--- config.mk ---
export PLATFORM = sky130hd
export DESIGN_NAME = robm_plant
export DESIGN_NICKNAME = d
export VERILOG_FILES = /design/src/rtl/robm_plant.sv
export SDC_FILE = /design/constraint.sdc
export NUM_CORES = 1
export LEC_CHECK = 0
export ABC_AREA = 1
export BUFFER_PORTS_ARGS = -buffer_cell sky130_fd_sc_hd__buf_2
export CAP_MARGIN = 20
export CORE_ASPECT_RATIO = 0.75
export CORE_MARGIN = 10
export CORE_UTILIZATION = 30
export CTS_BUF_LIST = sky130_fd_sc_hd__clkbuf_8
export DETAILED_ROUTE_END_ITERATION = 10
export HOLD_SLACK_MARGIN = 0.15
export PLACE_DENSITY = 0.53
export RECOVER_POWER = 100
export SETUP_SLACK_MARGIN = 0.1
export SLEW_MARGIN = 0
export SYNTH_ARGS = -nofsm -noshare
export SYNTH_HDL_FRONTEND = slang
export SYNTH_SLANG_ARGS = --single-unit
--- constraint.sdc ---
create_clock -name clk -period 1.5 [get_ports clk]
set_clock_uncertainty 0.15 [all_clocks]
set_input_delay 0.15 -clock clk [delete_from_list [all_inputs] [get_ports clk]]
set_output_delay 0.15 -clock clk [all_outputs]
set_load 0.05 [all_outputs]
--- src/rtl/robm_plant.sv ---
// rtl/robm_plant.sv - reactive station model driving the robm controller sensor lines
//
// Purpose: closed-loop environment for the robm station controller. Samples the
// controller commands y1..y10 on the rising clock edge and answers on the sensor
// lines x1..x12. It models the part slot, main-axis travel timer, auxiliary-tool
// timer and inspection latch, and counts finished part cycles and protocol errors.
//
// Ports:
//   clk      in   clock, commands sampled on posedge
//   rst      in   asynchronous active-high reset
//   cmd      in   [9:0]  controller commands, cmd[i] = y(i+1)
//   part_in  in   one-cycle pulse, new part presented
//   attr     in   [6:0]  part attributes {x12,x11,x10,x9,x8,x6,x5}
//   insp     in   [1:0]  inspection result {x2,x3}
//   sens     out  [11:0] sensor bus, sens[i] = x(i+1)
//   cycles   out  [7:0]  completed part cycles, wraps 255->0
//   err      out  sticky protocol error
module robm_plant #(
   parameter int MOVE_CYCLES = 4,
   parameter int AUX_CYCLES  = 3
) (
   input  logic        clk,
   input  logic        rst,
   input  logic [9:0]  cmd,
   input  logic        part_in,
   input  logic [6:0]  attr,
   input  logic [1:0]  insp,
   output logic [11:0] sens,
   output logic [7:0]  cycles,
   output logic        err
);

   typedef enum logic {S_EMPTY, S_LOADED} slot_t;
   typedef enum logic [1:0] {M_IDLE, M_BUSY, M_DONE} move_t;
   typedef enum logic [1:0] {A_IDLE, A_BUSY, A_DONE} aux_t;

   // Counters are loaded with N-1 so the done flag appears exactly N edges
   // after the start command (N=1 finishes on the very next edge).
   localparam logic [7:0] MOVE_LOAD = 8'(MOVE_CYCLES - 1);
   localparam logic [7:0] AUX_LOAD  = 8'(AUX_CYCLES - 1);

   logic y1, y2, y3, y4, y5, y6, y9;
   logic unused_cmd;

   assign y1 = cmd[0];
   assign y2 = cmd[1];
   assign y3 = cmd[2];
   assign y4 = cmd[3];
   assign y5 = cmd[4];
   assign y6 = cmd[5];
   assign y9 = cmd[8];
   // y7, y8 and y10 have no effect on the station.
   assign unused_cmd = ^{cmd[6], cmd[7], cmd[9]};

   slot_t      slot_q;
   move_t      move_q;
   aux_t       aux_q;
   logic [7:0] move_cnt_q, aux_cnt_q;
   logic [7:0] cycles_q;
   logic [6:0] attr_q;
   logic [1:0] insp_q;
   logic       x1_q, x4_q, x7_q, err_q;
   logic       err_d;

   // ---------------- error detection ----------------
   logic illegal_cmd, slot_err, move_err;
   assign illegal_cmd = (y1 & y3) | (y4 & y2);
   // A new part while loaded is an error unless y5 empties the slot the same cycle.
   assign slot_err    = (slot_q == S_LOADED) & part_in & ~y5;
   assign move_err    = y4 & (move_q != M_DONE);
   assign err_d       = err_q | illegal_cmd | slot_err | move_err;

   always_ff @(posedge clk or posedge rst) begin
      if (rst) err_q <= 1'b0;
      else     err_q <= err_d;
   end

   // ---------------- part slot ----------------
   always_ff @(posedge clk or posedge rst) begin
      if (rst) begin
         slot_q   <= S_EMPTY;
         x1_q     <= 1'b0;
         attr_q   <= '0;
         cycles_q <= '0;
      end else begin
         case (slot_q)
            S_EMPTY: begin
               if (part_in) begin
                  slot_q <= S_LOADED;
                  x1_q   <= 1'b1;
                  attr_q <= attr;
               end
            end
            S_LOADED: begin
               if (y5) begin
                  slot_q   <= S_EMPTY;
                  x1_q     <= 1'b0;
                  attr_q   <= '0;
                  cycles_q <= cycles_q + 8'd1;
               end
            end
            default: slot_q <= S_EMPTY;
         endcase
      end
   end

   // ---------------- main axis motion ----------------
   always_ff @(posedge clk or posedge rst) begin
      if (rst) begin
         move_q     <= M_IDLE;
         move_cnt_q <= '0;
         x4_q       <= 1'b0;
      end else begin
         case (move_q)
            M_IDLE: begin
               if (y2) begin
                  move_q     <= M_BUSY;
                  move_cnt_q <= MOVE_LOAD;
               end
            end
            M_BUSY: begin
               if (move_cnt_q == 8'd0) begin
                  move_q <= M_DONE;
                  x4_q   <= 1'b1;
               end else begin
                  move_cnt_q <= move_cnt_q - 8'd1;
               end
            end
            M_DONE: begin
               // y2 is not re-accepted here, even alongside y4.
               if (y4) begin
                  move_q <= M_IDLE;
                  x4_q   <= 1'b0;
               end
            end
            default: move_q <= M_IDLE;
         endcase
      end
   end

   // ---------------- auxiliary tool ----------------
   always_ff @(posedge clk or posedge rst) begin
      if (rst) begin
         aux_q     <= A_IDLE;
         aux_cnt_q <= '0;
         x7_q      <= 1'b0;
      end else begin
         case (aux_q)
            A_IDLE: begin
               if (y9) begin
                  aux_q     <= A_BUSY;
                  aux_cnt_q <= AUX_LOAD;
               end
            end
            A_BUSY: begin
               if (aux_cnt_q == 8'd0) begin
                  aux_q <= A_DONE;
                  x7_q  <= 1'b1;
               end else begin
                  aux_cnt_q <= aux_cnt_q - 8'd1;
               end
            end
            A_DONE: begin
               if (y2 & y3) begin
                  aux_q <= A_IDLE;
                  x7_q  <= 1'b0;
               end
            end
            default: aux_q <= A_IDLE;
         endcase
      end
   end

   // ---------------- inspection latch ----------------
   // A fresh y6 capture takes precedence over a same-cycle y4 clear.
   always_ff @(posedge clk or posedge rst) begin
      if (rst)     insp_q <= '0;
      else if (y6) insp_q <= insp;
      else if (y4) insp_q <= '0;
   end

   // ---------------- outputs ----------------
   assign sens = {attr_q[6], attr_q[5], attr_q[4], attr_q[3], attr_q[2],
                  x7_q, attr_q[1], attr_q[0], x4_q, insp_q[0], insp_q[1], x1_q};
   assign cycles = cycles_q;
   assign err    = err_q;

endmodule

* Word-level counts from Yosys, hierarchy flattened
Cells that the tools add are included.
Storage, ports and cells: output and inout port bits 21, flip-flop bits (word level) 42, word-level logic and storage cells 89, input port bits 22
Cells by class: bitwise logic cells 12, add/subtract/negate cells 3, equality and inequality tests 15, reduce and logical (&&, ||, !) cells 17, muxes and demuxes 30
Operator list (count):
- 8-bit two-way mux | 4
- 8-bit one-hot mux with 2 select lines | 2
- 2-bit inequality test (second input constant) | 11
- 3-bit AND reduction | 6
- 8-bit zero test | 2
- 8-bit by 1-bit subtractor with 8-bit output (second input constant) | 2
- 2-bit two-way mux | 7
- 7-bit two-way mux | 2
- 7-bit one-hot mux with 2 select lines | 1
- 2-bit one-hot mux with 3 select lines | 2
- 2-bit nonzero test | 5
- 8-bit by 1-bit adder with 8-bit output (second input constant) | 1
- 1-bit two-way mux | 8
- 1-bit one-hot mux with 2 select lines | 4
- 1-bit AND | 6
- 2-bit by 1-bit equality test with 1-bit output (second input constant) | 2
- 2-bit equality test (second input constant) | 2
- 2-bit zero test | 2
- 1-bit OR | 4
- 2-bit AND reduction | 2
- 1-bit NOT | 2

* Logic depth before layout (Yosys ltp)
word-level depth 5, mapped depth 9, depth with buffers taken out 9

* Least setup slack after synthesis
OpenSTA, ideal clock, no wires.
path type register -> register, start point register cycles_q[0], in the netlist cycles[0], end point register cycles_q[6], in the netlist cycles[6], data arrival time 1.403 ns, setup time 0.142 ns, buffers on the path 0, data required time 1.208 ns, clock period less this slack 1.695 ns, cell stages (with the launch flop) 8, setup slack -0.195 ns, path through dfrtp_1 > ha_1 > inv_1 > nor2_4 > nand2_1 > nor2_2 > nand2_1 > xnor2_1
Between the ends: word-level cells in the longest chain between the ends 1
Ends and longest elaborated chain:
- start: declaration | RTL line 59 | logic [7:0] cycles_q;
- start signal: assignment | RTL line 99 | cycles_q <= cycles_q + 8'd1;
- 8-bit by 1-bit adder with 8-bit output | RTL line 99
No other way between the ends. A chain may end at the register's enable or synchronous reset.

* Worst setup path in the final report
start point register aux_cnt_q[0], end point register aux_cnt_q[0]
Between the ends: word-level cells in the longest chain between the ends 3, elaborated cells on any way between the ends 6, those cells by class add/sub: 1; eq/ne: 1; mux: 2; reduce/logical: 2
Ends and longest elaborated chain:
- start: declaration | RTL line 58 | logic [7:0] move_cnt_q, aux_cnt_q;
- start signal: assignment | RTL line 160 | aux_cnt_q <= aux_cnt_q - 8'd1;
- 8-bit by 1-bit subtractor with 8-bit output / 8-bit zero test (equally long branches) | RTL line 160, 156
- 8-bit two-way mux / 2-bit inequality test (equally long branches)
- 8-bit one-hot mux with 2 select lines / 3-bit AND reduction (equally long branches)
Several ways; a longest one is shown, not always the timed one. The select of a mux whose other input is x is not followed.

==> metrics <==
worst r2r src=aux_cnt_q[0]; hold crit path type=input port to flop; violation count after the first detailed-routing iteration=143; DRT Pass-1 Iters=4; I/O Pins=43; Data arrival, critical path=1.58 ns; Fill cells=714; Leak=1.58 nW; worst vdd ir=0.843 mV; min-delay src=cmd[8]; max_cap viols=0; Worst EP required=1.59 ns; number of synthesized register bits=42; CTS tree=yes; CTS root buf=clkbuf_8; Finished Layout Cells=451; Core Footprint=7260 µm²; TritonCTS buffer count=5; width of the die=119 µm; largest net degree at the start of global routing=43; hold endpoint=aux_q[0]; final setup violation count=0; critical path's top delay family=simple AND/OR/NAND/NOR gates; critical path's slowest cell=dfrtp_1; global placement routability congestion=0.801; total routed wirelength=5650 µm; number of port buffers=39; endpoints failing hold=0; Syn Area/Cell=8.51 µm²; vias in the first global route=1961; Synth Instances=261; die area=11300 µm²; crit-path cells=inv_2 > ha_4 > inv_2 > nor3_4 > nand2_2 > nand2_4 > buf_6 > nand3_1 > o21ai_1; DRC=0; Routed wire per std cell=12.5 µm; Relative slew margins=59.9%; R2R setup slack=0.007 ns; H-tree depth=2; Reg area=1060 µm²; CP peak stage delay=0.39 ns; initial antenna violation count=0; crit path buf inv count=3; Num Clock Sinks=42; Via Count=1974; worst reg2reg path endpoint=aux_cnt_q[0]; measured slew at the worst slew-check pin=0.602 ns; Rows=27; hold buffer count at CTS=19; status=complete, no violations; critical path startpoint=aux_cnt_q[0]; final worst slack=0.00651 ns; startpoint class of the critical path=flop; Clk Latency, worst-skew pair=0.30 ns; minimum clock period=1.49 ns; Setup CP Type=flop to flop; Final Max Tran Viols=0; layout cell share with drive strength beyond 1=36.3%; chip height=94.5 µm; distinct cell type count after synthesis=28; Crit Path Max Fanout=4; global router's overall resource usage=9.87%; post-route ant nets=0; syn nets=288; crit-path most repeated cell=inv_2; Initial Util=30.6%; area of the multi-input gates=1160 µm²; dpl cells=413; total congestion overflow=0; Mapped Area=2220 µm²; layout net count=376; sequential element share of the synthesized area=47.3%; worst hold stages=3; vias per inst=4.38; Final Cycle Share=99.6%; Synth warnings=0; Area Growth Syn to Fin=42.1%; Max clock buf depth=2; RSZ-0062 raised after global routing=yes; worst slack, placed=-0.00907 ns; post-DP HPWL=3700 µm; pwr dens=2160 nW/µm²; clock-pin slew on the worst setup and hold paths=0.09 ns; Worst Setup End Kind=flop; R2R cell count=9; first-pass GRT wire length=9340 µm; Max Clock Freq=670 MHz; # diodes=0
==> worst max path at each step <==
stage,endpoint,slack [ns],cells past startpoint
after CTS,aux_cnt_q[3],0.007,9
after global routing,aux_cnt_q[3],-0.08,9
after floorplan,cycles[6],0.005,7
after global placement,aux_cnt_q[3],0.02,9
after detailed placement,aux_cnt_q[3],-0.009,9
final,aux_cnt_q[0],0.007,9
==> per-stage QoR <==
step / cell area, µm² / setup TNS (ns) / power [mW] / util (%) / hold WS, ns
finish: 3160 / 0 / 6.81 / 43.5 / 0.153
global route: 3160 / -0.758 / 7.33 / 43.5 / 0.169
CTS: 3070 / 0 / 6.44 / 42.3 / 0.142
detailed placement: 2690 / -0.0171 / 5.29 / 37.1 / 0.0865
global placement: 2690 / 0 / 5.25 / 37.1 / 0.0796
floorplan: 2270 / 0 / 4.39 / - / 0.0857
==> cell usage after synthesis, drive strengths merged <==
cell type,n,share of area [%]
o21bai,1,0.84
o221ai,1,0.39
ha,5,2.8
buf,5,1.7
dfrtp,42,47
clkinv,1,0.17
nor2,25,7.6
xnor2,5,2.0
nor3,4,0.90
o21ai,9,2.2
inv,34,5.7
a21oi,6,1.4
nand3,40,9.2
nand2,68,12
xor2,8,3.2
nand3b,4,1.4
nand4,3,0.84
==> layer usage <==
layer / vias up / GRT usage (%) / wire, µm / part of all wire, %
li1: 1011 / - / - / -
met1: 911 / 12.7 / 2730 / 48
met2: 41 / 15.3 / 2560 / 45
met3: 11 / 3.40 / 289 / 5.1
met4: 0 / 3.21 / 78 / 1.4
met5: - / 0 / 0 / 0
==> timing repair <==
item	CTS	global route
pin swaps	11	31
gates cloned	1	0
buffers inserted	6	6
setup endpoints to repair	19	25
hold endpoints to repair	57	1
resized for setup	13	32
==> kinds of logic (layout without fill, tap and decap cells) <==
group                    Yosys count  in the layout  share of synthesized area, %
flip-flops                        42             42                          47.3
adder cells (fa/ha/maj)            5              5                          2.82
AO/OA/AOI/OAI                     17             17                          4.79
AND/OR/NAND/NOR                  144            145                          32.3
buffers and inverters             40            128                          7.66
XOR/XNOR                          13             13                          5.12
==> layout make-up <==
| class | count | share of cell area (%) |
|---|---|---|
| Multi-Input combinational cell | 180 | 36.8 |
| Sequential cell | 42 | 33.5 |
| Timing Repair Buffer | 85 | 18.7 |
| Inverter | 35 | 4.16 |
| Tap cell | 101 | 4.00 |
| Clock buffer | 5 | 2.18 |
| Clock inverter | 3 | 0.555 |
==> worst reg2reg max path: stages (launching register included) <==
cell,delay [ns]
dfrtp_1,0.39
inv_2,0.10
ha_4,0.13
inv_2,0.04
nor3_4,0.13
nand2_2,0.11
nand2_4,0.12
buf_6,0.12
nand3_1,0.06
o21ai_1,0.09
==> state kept, by name, summed over array words and instances (netlist names) <==
signal	flops
x1_q	1
aux_q	2
err	1
slot_q	1
move_q	2
insp_q	2
x4_q	1
move_cnt_q	8
aux_cnt_q	8
cycles	8
attr_q	7
x7_q	1
==> layout by cell type, fill, tap and decap left out, types with 5 or more instances in the layout <==
cell            n
nand2_1        58
nand3_1        36
dfrtp_1        36
inv_1          27
buf_4          23
clkbuf_2       22
dlygate4sd3_1  17
buf_2          15
nor2_1         11
nor2_4         10
inv_2           8
xor2_1          8
nand2_2         7
dfrtp_2         6
o21ai_1         5
clkbuf_8        5
==> power by group <==
| part | internal, mW | switching [mW] |
|---|---|---|
| sequential | 1.54 | 0.389 |
| clock | 0.323 | 0.435 |
| combinational | 1.65 | 2.47 |
| total | 3.51 | 3.29 |
(Power assumes the default switching activity.)
